<file path="config.mk">
export PLATFORM = sky130hd
export DESIGN_NAME = display_scan_ctrl
export DESIGN_NICKNAME = d
export VERILOG_FILES = /design/src/rtl/sseg_pkg.sv /design/src/rtl/hex_to_sseg.sv /design/src/rtl/display_scan_ctrl.sv
export SDC_FILE = /design/constraint.sdc
export NUM_CORES = 1
export LEC_CHECK = 0
export BUFFER_PORTS_ARGS = -buffer_cell sky130_fd_sc_hd__clkbuf_2
export CAP_MARGIN = 10
export CORE_AREA = 2 2 102 104
export CTS_CLUSTER_SIZE = 16
export DETAILED_ROUTE_END_ITERATION = 16
export DIE_AREA = 0 0 104 106
export GPL_ROUTABILITY_DRIVEN = 0
export PLACE_DENSITY = 0.53
export REMOVE_ABC_BUFFERS = 1
export SLEW_MARGIN = 20
export SYNTH_ARGS = -nofsm -noshare
export SYNTH_HDL_FRONTEND = slang
export SYNTH_SLANG_ARGS = --single-unit
export TNS_END_PERCENT = 30
</file>
<file path="constraint.sdc">
create_clock -name clk -period 2.3 [get_ports clk]
set_input_delay 0.23 -clock clk [delete_from_list [all_inputs] [get_ports clk]]
set_output_delay 0.23 -clock clk [all_outputs]
set_load 0.01 [all_outputs]
</file>
<file path="src/rtl/sseg_pkg.sv">
`default_nettype none
// ============================================================================
// Module      : sseg_pkg
// Description : Shared constants and types for the 7-segment scan controller.
// Revision    : 1.0 - initial release
// ============================================================================
package sseg_pkg;

    typedef logic [1:0] digit_idx_t;
    typedef logic [0:6] seg_t;          // [0] = segment a ... [6] = segment g

    localparam seg_t       SEG_BLANK = 7'b1111111;
    localparam logic [3:0] AN_OFF    = 4'b1111;

    // Active-low segment patterns for hex digits 0..F
    localparam seg_t SEG_TABLE [16] = '{
        7'b0000001, 7'b1001111, 7'b0010010, 7'b0000110,
        7'b1001100, 7'b0100100, 7'b0100000, 7'b0001111,
        7'b0000000, 7'b0000100, 7'b0001000, 7'b1100000,
        7'b0110001, 7'b1000010, 7'b0110000, 7'b0111000
    };

endpackage
`default_nettype wire

</file>
<file path="src/rtl/hex_to_sseg.sv">
`default_nettype none
// ============================================================================
// Module      : hex_to_sseg
// Description : Combinational hex nibble to active-low 7-segment decoder.
// Revision    : 1.0 - initial release
// ============================================================================
module hex_to_sseg
    import sseg_pkg::*;
(
    input  logic [3:0] nibble,
    output seg_t       seg
);

    assign seg = SEG_TABLE[nibble];

endmodule
`default_nettype wire

</file>
<file path="src/rtl/display_scan_ctrl.sv">
`default_nettype none
// ============================================================================
// Module      : display_scan_ctrl
// Description : 4-digit multiplexed 7-segment scanner with frame-aligned
//               double buffering and leading-zero suppression.
// Revision    : 1.0 - initial release
// ============================================================================
module display_scan_ctrl
    import sseg_pkg::*;
#(
    parameter int REFRESH_DIV  = 50000,
    parameter int BLANK_CYCLES = 16
)(
    input  logic        clk,
    input  logic        rst,
    input  logic        en,
    input  logic [15:0] data_in,
    input  logic [3:0]  dp_in,
    input  logic        load,
    input  logic        lz_en,
    output logic        pending,
    output logic        ack,
    output logic [0:6]  SSeg,
    output logic        dp,
    output logic [3:0]  an
);

    localparam int               PW           = (REFRESH_DIV > 1) ? $clog2(REFRESH_DIV) : 1;
    localparam logic [PW-1:0]    c_presc_last = PW'(REFRESH_DIV - 1);
    localparam logic [PW-1:0]    c_blank_end  = PW'(BLANK_CYCLES);

    logic [PW-1:0] r_presc;
    digit_idx_t    r_idx;
    logic [15:0]   r_shadow;
    logic [3:0]    r_shadow_dp;
    logic [15:0]   r_disp;
    logic [3:0]    r_disp_dp;
    logic          r_pending;
    logic          r_ack;
    seg_t          r_sseg;
    logic          r_dp;
    logic [3:0]    r_an;

    logic          w_tick;
    logic          w_commit;
    logic [3:0]    w_nibble;
    logic          w_lz_blank;
    seg_t          w_dec_seg;
    seg_t          w_seg_nxt;
    logic          w_dp_nxt;
    logic [3:0]    w_an_nxt;

    assign w_tick   = (r_presc == c_presc_last);
    // Commit only at the frame boundary so a value is never split across digits
    assign w_commit = en && w_tick && (r_idx == 2'd3) && r_pending;
    assign w_nibble = r_disp[{r_idx, 2'b00} +: 4];

    hex_to_sseg u_dec (
        .nibble (w_nibble),
        .seg    (w_dec_seg)
    );

    // A digit is a leading zero when it and every digit to its left is zero
    always_comb begin
        w_lz_blank = 1'b0;
        if (lz_en) begin
            case (r_idx)
                2'd3:    w_lz_blank = (r_disp[15:12] == 4'h0);
                2'd2:    w_lz_blank = (r_disp[15:8]  == 8'h00);
                2'd1:    w_lz_blank = (r_disp[15:4]  == 12'h000);
                default: w_lz_blank = 1'b0;
            endcase
        end
    end

    always_comb begin
        w_an_nxt  = AN_OFF;
        w_seg_nxt = SEG_BLANK;
        w_dp_nxt  = 1'b1;
        if (en && (r_presc >= c_blank_end)) begin
            w_an_nxt  = ~(4'b0001 << r_idx);
            w_seg_nxt = w_lz_blank ? SEG_BLANK : w_dec_seg;
            w_dp_nxt  = ~r_disp_dp[r_idx];
        end
    end

    always_ff @(posedge clk or negedge rst) begin
        if (!rst) begin
            r_presc     <= '0;
            r_idx       <= 2'd0;
            r_shadow    <= 16'h0000;
            r_shadow_dp <= 4'h0;
            r_disp      <= 16'h0000;
            r_disp_dp   <= 4'h0;
            r_pending   <= 1'b0;
            r_ack       <= 1'b0;
            r_sseg      <= SEG_BLANK;
            r_dp        <= 1'b1;
            r_an        <= AN_OFF;
        end else begin
            if (en) begin
                if (w_tick) begin
                    r_presc <= '0;
                    r_idx   <= r_idx + 2'd1;
                end else begin
                    r_presc <= r_presc + 1'b1;
                end
            end

            if (w_commit) begin
                r_disp    <= r_shadow;
                r_disp_dp <= r_shadow_dp;
            end

            // A load on the commit cycle wins over the pending clear
            if (load) begin
                r_shadow    <= data_in;
                r_shadow_dp <= dp_in;
                r_pending   <= 1'b1;
            end else if (w_commit) begin
                r_pending   <= 1'b0;
            end

            r_ack  <= w_commit;
            r_sseg <= w_seg_nxt;
            r_dp   <= w_dp_nxt;
            r_an   <= w_an_nxt;
        end
    end

    assign pending = r_pending;
    assign ack     = r_ack;
    assign SSeg    = r_sseg;
    assign dp      = r_dp;
    assign an      = r_an;

endmodule
`default_nettype wire
</file>
==> impl_results.md <==
- Unrepaired setup endpoints after global routing: no
- Total Wirelength: 6290 um
- Post-synth top area cell: dfrtp_1
- Max rail drop VDD: 0.000324 V
- Async set or reset register ratio after synthesis: 1.00
- Placed cell area: 3730 um^2
- Leak: 0.00183 uW
- Finish-stage setup viols: 0
- Inserted Diodes: 0
- Worst slew pin tran: 0.633 ns
- Initial Util: 0.336
- Mapped Avg Cell Area: 12.8 um^2
- Syn. warnings: 0
- Reg2reg end: SSeg[2]
- Number of synthesized flops with an enable pin: 0
- DP HPWL: 4440 um
- GR peak layer: met2
- CP Launch Type: register
- DRT antenna net count: 0
- PwrDens: 706 nW/um^2
- Status: completed
- Max Clk Rate: 468 MHz
- Area contributors post-synth: dfrtp_1, mux2_2, dfstp_2
- Clock Sinks: 72
- Total CTS buffers: 9
- Total number of vias: 2168
- Syn Inst Count: 262
- Port bufs: 38
- Clk Latency, worst-skew pair: 0.33 ns
- Die area: 11000 um^2
- Seq/Total Area, Yosys: 0.540
- TNS Setup: 0 ns
- Worst slew margin: 0.573
- H-Tree Depth: 3
- 1st-iter DRT viols: 68
- Met1 usage: 0.178
- Clock Tree Buf Depth: 2
- CP endpoint kind: register
- Met3 GRT Util: 0.0349
- Worst R2R Start: r_idx[1]
- Total GRT Usage: 0.126
- Clk root buf: clkbuf_8
- Num rows: 37
- Ys flop type: dfrtp_1
- Count of state elements after synthesis: 72
- Reg-to-reg setup timing slack: 0.16 ns
- Most frequent cells in the layout: dfrtp_1, mux2_2, clkbuf_2
- Total power: 2790 uW
- Final hold vios: 0
- Period utilisation layout: 0.928
- Final nets: 347
- Layout Area Growth over Synthesis: 17.4%
- CTS tree: done
- Worst Path Arrival: 2.34 ns
- Layout cells sized above 1: 0.382
- Worst EP required: 2.50 ns
- GRT Residual Overflow: 0
- Clock Skews: 0.00664 ns
- Post-route cell area: 3950 um^2
- Grt met2 use: 0.188
- Hold Crit Class: input port to register
- Commonest non-fill, non-tap cell in the layout: dfrtp_1
- Largest net degree at the start of global routing: 62
- Final hold slack: 0.128 ns
- Critical path class: register to register
- Initial antenna violation count: 0
- Critical path endpoint: SSeg[2]
- Fin util: 0.395
- Die Y-Extent: 106 um
- Die Width: 104 um
- # Post-CTS Setup Buffers: 0
- First-pass GRT wire length: 11100 um
- Synth Cell Area: 3360 um^2
- Unique masters post-synth: 41
- Worst reg-to-reg path cell count: 5
- Vias in the first global route: 2253
- DRT Pass-1 Iters: 4
- Final Max Slew Viols: 0
- Core Area: 10000 um^2
- Synth top area share: 0.447
- Residual DRC: 0
- Crit. Startpoint: r_idx[1]
- Num ports: 39
- Max-cap violations: 0
- Worst Path Max Fanout: 7
- Final min period: 2.14 ns
- Clk pin slew, worst setup/hold paths: 0.07 ns
- Via density: 4.82
- Wirelength per Cell: 14.0 um
[layer usage]
layer	wire length, um	vias to the layer above
li1	-	1041
met1	3070	1066
met2	2820	56
met3	321	5
met4	81	0
met5	0	-
[through the flow]
step	cells	worst slack, ns
final	450	0.165
after CTS	450	0.0421
after global placement	433	0.216
after global routing	450	0.0310
after detailed placement	433	0.0907
after floorplan	254	0.101
[Yosys cell counts (5+ instances only)]
cell type	number
inv_1	7
nor2_1	7
dfrtp_1	60
dfstp_2	12
nand2_1	27
mux2_2	41
xnor2_1	9
ha_1	13
nor4_1	5
mux2i_1	12
o21ai_0	8
[worst min path at each step]
| stage | startpoint | cells after the start | slack (ns) | endpoint |
|---|---|---|---|---|
| floorplan | rst | 0 | -0.07 | ack |
| global placement | rst | 1 | 0.13 | r_shadow_dp[2] |
| detailed placement | rst | 1 | 0.14 | r_shadow_dp[2] |
| CTS | data_in[9] | 2 | 0.11 | r_shadow[9] |
| global route | data_in[12] | 2 | 0.12 | r_shadow[12] |
| finish | data_in[10] | 2 | 0.13 | r_shadow[10] |
[sequential cells by signal, summed over array words and instances (netlist names)]
register / flops
SSeg: 7
ack: 1
an: 4
dp: 1
pending: 1
r_disp: 16
r_disp_dp: 4
r_idx: 2
r_presc: 16
r_shadow: 16
r_shadow_dp: 4
[cell families (layout without fill, tap and decap cells)]
| logic type | after synthesis | in the layout | synth area share |
|---|---|---|---|
| fa+ha+maj | 13 | 13 | 0.0484 |
| mux | 57 | 57 | 0.197 |
| compound gates | 28 | 28 | 0.0577 |
| xor+xnor | 13 | 13 | 0.0339 |
| simple gates | 63 | 63 | 0.0968 |
| flops | 72 | 72 | 0.540 |
| buf+inv | 16 | 68 | 0.0264 |
[critical path, cell delays in order, from the launching register on]
cell and delay [ns]:
dfrtp_2 0.42, inv_1 0.10, ha_1 0.19, or4b_2 0.62, o41a_1 0.52, o311ai_0 0.16
[layout make-up]
| class | instances | area, um^2 |
|---|---|---|
| well taps | 136 | 170 |
| repair buffers | 44 | 263 |
| clock inverters | 2 | 37.5 |
| multi-input cells | 174 | 1470 |
| clock buffers | 14 | 163 |
| inverters | 8 | 30.0 |
| flip-flops and latches | 72 | 1820 |
| fillers | 1035 | 6050 |
[power by group]
| group | switching [uW] | leakage [uW] | internal (uW) |
|---|---|---|---|
| Sequential | 89.4 | 0.000889 | 1390 |
| Combinational | 173 | 0.000848 | 133 |
| Clock | 439 | 0.0000969 | 563 |
[timing repair]
| action | 4_1_cts | 5_1_grt |
|---|---|---|
| endpoints found under the hold margin | 11 | 0 |
| setup endpoints to repair | 0 | 2 |
| hold buffers | 1 | 0 |
| resized for setup | 0 | 3 |
Power figures use the tool's default switching activity.
